`src/rtl/axi_rd_arbiter.sv`:
```
// axi_rd_arbiter: two-master to one-slave AXI-lite read arbiter (AR/R only).
// Optional macro ARB_FIXED_PRIO_EN: master 0 always wins ties instead of round-robin.
module axi_rd_arbiter #(
    parameter int ADDR_W = 12,
    parameter int DATA_W = 16
) (
    input  logic              clk,
    input  logic              rst,
    input  logic              s0_ar_valid,
    output logic              s0_ar_ready,
    input  logic [ADDR_W-1:0] s0_ar_addr,
    output logic              s0_r_valid,
    input  logic              s0_r_ready,
    output logic [DATA_W-1:0] s0_r_data,
    output logic [1:0]        s0_r_resp,
    input  logic              s1_ar_valid,
    output logic              s1_ar_ready,
    input  logic [ADDR_W-1:0] s1_ar_addr,
    output logic              s1_r_valid,
    input  logic              s1_r_ready,
    output logic [DATA_W-1:0] s1_r_data,
    output logic [1:0]        s1_r_resp,
    output logic              m_ar_valid,
    input  logic              m_ar_ready,
    output logic [ADDR_W-1:0] m_ar_addr,
    input  logic              m_r_valid,
    output logic              m_r_ready,
    input  logic [DATA_W-1:0] m_r_data,
    input  logic [1:0]        m_r_resp
);

    typedef enum logic [1:0] {
        IDLE = 2'd0,
        ADDR = 2'd1,
        DATA = 2'd2
    } state_t;

    state_t            state;
    logic              owner;
    logic [ADDR_W-1:0] addr_q;
    logic              gnt;
    logic              req_any;
    logic              sel0;
    logic              sel1;
    logic              idle;

`ifdef ARB_FIXED_PRIO_EN
    // Grant selection: master 0 wins whenever it is requesting.
    always_comb begin
        req_any = s0_ar_valid | s1_ar_valid;
        gnt     = ~s0_ar_valid;
    end
`else
    logic last;

    // Grant selection: a tie goes to the master that was not served last.
    always_comb begin
        req_any = s0_ar_valid | s1_ar_valid;
        if (s0_ar_valid && s1_ar_valid) begin
            gnt = ~last;
        end else begin
            gnt = ~s0_ar_valid;
        end
    end
`endif

    // AR accept and R routing; only the owner sees the slave's R channel.
    always_comb begin
        idle        = (state == IDLE);
        sel0        = (state == DATA) && !owner;
        sel1        = (state == DATA) && owner;
        s0_ar_ready = idle && s0_ar_valid && !gnt;
        s1_ar_ready = idle && s1_ar_valid && gnt;
        m_ar_addr   = addr_q;
        s0_r_valid  = sel0 && m_r_valid;
        s0_r_data   = sel0 ? m_r_data : '0;
        s0_r_resp   = sel0 ? m_r_resp : 2'b00;
        s1_r_valid  = sel1 && m_r_valid;
        s1_r_data   = sel1 ? m_r_data : '0;
        s1_r_resp   = sel1 ? m_r_resp : 2'b00;
        m_r_ready   = (sel0 && s0_r_ready) || (sel1 && s1_r_ready);
    end

    // Transaction FSM: capture address on grant, present it, await one R beat.
    always_ff @(posedge clk) begin
        if (rst) begin
            state      <= IDLE;
            owner      <= 1'b0;
            addr_q     <= '0;
            m_ar_valid <= 1'b0;
`ifndef ARB_FIXED_PRIO_EN
            last       <= 1'b1;
`endif
        end else begin
            case (state)
                IDLE: begin
                    if (req_any) begin
                        addr_q     <= gnt ? s1_ar_addr : s0_ar_addr;
                        owner      <= gnt;
                        m_ar_valid <= 1'b1;
                        state      <= ADDR;
                    end
                end
                ADDR: begin
                    if (m_ar_ready) begin
                        m_ar_valid <= 1'b0;
                        state      <= DATA;
                    end
                end
                DATA: begin
                    if (m_r_valid && m_r_ready) begin
`ifndef ARB_FIXED_PRIO_EN
                        last  <= owner;
`endif
                        state <= IDLE;
                    end
                end
                default: begin
                    m_ar_valid <= 1'b0;
                    state      <= IDLE;
                end
            endcase
        end
    end

endmodule

```
`config.mk`:
```
export PLATFORM = sky130hd
export DESIGN_NAME = axi_rd_arbiter
export DESIGN_NICKNAME = d
export VERILOG_FILES = /design/src/rtl/axi_rd_arbiter.sv
export SDC_FILE = /design/constraint.sdc
export NUM_CORES = 1
export LEC_CHECK = 0
export CAP_MARGIN = 0
export CORE_MARGIN = 4
export CORE_UTILIZATION = 33
export DETAILED_ROUTE_END_ITERATION = 12
export PLACE_DENSITY = 0.88
export SKIP_CTS_REPAIR_TIMING = 1
export SYNTH_ARGS = -nofsm -noshare
export SYNTH_HDL_FRONTEND = slang
export SYNTH_SLANG_ARGS = --single-unit
```
`constraint.sdc`:
```
create_clock -name clk -period 2.1 [get_ports clk]
set_input_delay 0.42 -clock clk [delete_from_list [all_inputs] [get_ports clk]]
set_output_delay 0.42 -clock clk [all_outputs]
set_load 0.01 [all_outputs]
```
==> impl_metrics.toml <==
[outcome]
outcome = "finished, final reports clean"

[critical_path]
critPathTopFamily = "buffers and inverters"
reg2reg_from = "state[1]"
critPathBufInv = 2
arrival_ns = 1.43
path_class = "input port to output pin"
r2r_cells = 4
start_kind = "input port"
rr_endpoint = "m_ar_addr[11]"
r2r_slack_ns = 0.79
slowest_stage = "clkdlybuf4s50_1"
critPathRequiredTime_ns = 1.68
path_cells = "clkdlybuf4s50_1 > nand2b_1 > and3_1 > dlymetal6s2s_1"
end_kind = "output pin"
cp_max_fo = 4
critical-path-max-stage-delay_ns = 0.50

[synth]
yosysMostFrequentCell = "and2_1"
syn_inst = 145
yosysSeqAreaShare_pct = 29.4
synth.distinct_cells = 26
synth_top_area_share_pct = 29.4
syn_nets = 195
synthTopCellsByArea = "dfxtp_1 29%, and2_1 21%, a311oi_2 13%"
yosysTopAreaCell = "dfxtp_1"
ys.warnings.count = 0
synth_flop_cell = "dfxtp_1"
netlist_area_mm2 = 0.00116
async_flop_share_pct = 0
ys_seq_elements = 17
syn_avg_cell_area_um2 = 7.98
ys_top_cells_by_count = "38 x and2_1, 17 x dfxtp_1, 16 x a21oi_1"
synth_edf_count = 0

[route]
drt_iter0_drc = 59
wl_um = 4510
vias = 1485
viasPerCell = 4.97
drt_first_pass_iters = 4
ant_nets = 0
post-route-drc-count = 0
wl_per_cell_um = 15.1

[worst_hold_path]
hold_end = "m_ar_valid"
hold_path_class = "flip-flop to flip-flop"
min_path_cells = 2
hp-start = "m_ar_valid"

[power_and_ir_drop]
leakage_nw = 1.61
pwr-share-clk_pct = 17.0
ir_drop_v = 0.000351
sequentialPowerShare_pct = 39.9
p_int_mw = 0.687
powerDensity_mw_per_mm2 = 399
switching_power_mw = 0.293
switching_share_pct = 29.9
p_comb_share_pct = 43.1

[floorplanning]
io_pins = 104
core_mm2 = 0.00336
fp.dieW_um = 67.2
rows = 21
dieArea_mm2 = 0.00452
start_util_pct = 34.4
die_height_um = 67.2

[sta]
worst-slew-pin-transition_ns = 0.433
post-route-min-period_ns = 1.85
finalSetupTns_ns = 0
finalClockSkew_ns = 0.00817
hold_viol = 0
rsz0062_at_grt = "false"
clock.fmax_mhz = 542
final-setup-viol-count = 0
hold_ws_ns = 0.464
fin_crit_sh_pct = 87.9
timing.final.max_slew_violations = 0
max-slew-margin-rel_pct = 71.0

[clocking]
path_clk_slew_ns = 0.10
insertion_delay_ns = 0.28
numCtsBuffers = 3
cts_sinks = 17
clk_path_buf_depth = 2
root_buffer = "clkbuf_4"
htree_levels = 1
cts_tree = "done"

[grt]
grt_usage_pct = 17.2
first_global_vias = 1350
grt_pass1_wl_um = 6130
antenna_found_initial = 0
grt_max_degree = 20
grt_overflow = 0

[final_layout]
drive_above_1_share_pct = 13.8
finalNetCount = 304
final_core_util_pct = 73.0
area_growth_syn_to_layout_pct = 112
n_antenna_cell = 0

[job]
maxCapViolations = 0

[place]
gp_congestion = 0.757
io_buffers = 103
dp_hpwl_um = 3330
==> worst max path at each step <==
| stage | startpoint | end | slack (ns) | cells after the start |
|---|---|---|---|---|
| floorplan | state[0] | s0_r_data[10] | 0.53 | 4 |
| global placement | s1_ar_valid | s1_ar_ready | -0.03 | 4 |
| detailed placement | s1_ar_valid | s0_ar_ready | -0.09 | 4 |
| CTS | state[0] | s0_r_data[6] | -0.20 | 5 |
| global route | state[0] | s0_r_data[10] | 0.23 | 5 |
| finish | s1_ar_valid | s0_ar_ready | 0.25 | 4 |
==> metal layers <==
metal	track usage (%)	part of all wire [%]
met3	3.99	11
met1	20.6	40
met4	3.80	0.42
met2	31.2	49
met5	0	0
==> tightest hold or removal path, stage by stage, from the launching register on <==
cell	delay, ns
dfxtp_1	0.32
nand2_1	0.05
a21oi_1	0.05
==> through the flow <==
step | worst slack [ns] | cell area, um^2 | std cells | power [mW]
final | 0.255 | 2450 | 299 | 0.980
after global placement | -0.0269 | 2280 | 294 | 0.808
after detailed placement | -0.0851 | 2280 | 294 | 0.814
after CTS | -0.202 | 2310 | 298 | 0.982
after floorplan | 0.526 | 1160 | 145 | 0.578
after global routing | 0.231 | 2450 | 299 | 1.04
==> cells by family after synthesis <==
logic type	count (synthesis)	synth area share, %
AND/OR/NAND/NOR	70	35.5
AO/OA/AOI/OAI	42	27.7
flip-flops	17	29.4
buffers and inverters	14	5.73
multiplexers	2	1.73
==> final cells by class <==
| type | count | area (um^2) |
|---|---|---|
| fillers | 249 | 910 |
| clock buffers | 4 | 26.3 |
| well taps | 46 | 57.6 |
| multi-input cells | 114 | 767 |
| inverters | 1 | 3.75 |
| flip-flops and latches | 17 | 349 |
| repair buffers | 117 | 1250 |
==> layout by cell type (no fill, tap or decap), types with 2 or more instances in the layout <==
master / n
mux2i_1: 2
clkbuf_4: 3
o21ai_0: 13
a311oi_1: 2
a21oi_1: 16
buf_6: 3
nor2_1: 4
clkdlybuf4s50_1: 62
nand2_1: 4
dfxtp_4: 2
dlymetal6s2s_1: 41
and2_1: 38
nand3_1: 12
dfxtp_1: 14
a311oi_2: 10
buf_4: 11
==> state kept, by name, summed over array words and instances (netlist names) <==
| register | flops |
|---|---|
| m_ar_addr | 12 |
| state | 2 |
| last | 1 |
| m_ar_valid | 1 |
| owner | 1 |
==> power by group through the flow <==
| stage | clock (mW) | sequential (mW) | combinational (mW) |
|---|---|---|---|
| global placement | 0 | 0.394 | 0.414 |
| floorplan | 0 | 0.406 | 0.172 |
| global route | 0.185 | 0.396 | 0.454 |
| CTS | 0.173 | 0.388 | 0.421 |
| finish | 0.167 | 0.391 | 0.422 |
| detailed placement | 0 | 0.394 | 0.420 |
(Power assumes the default switching activity.)
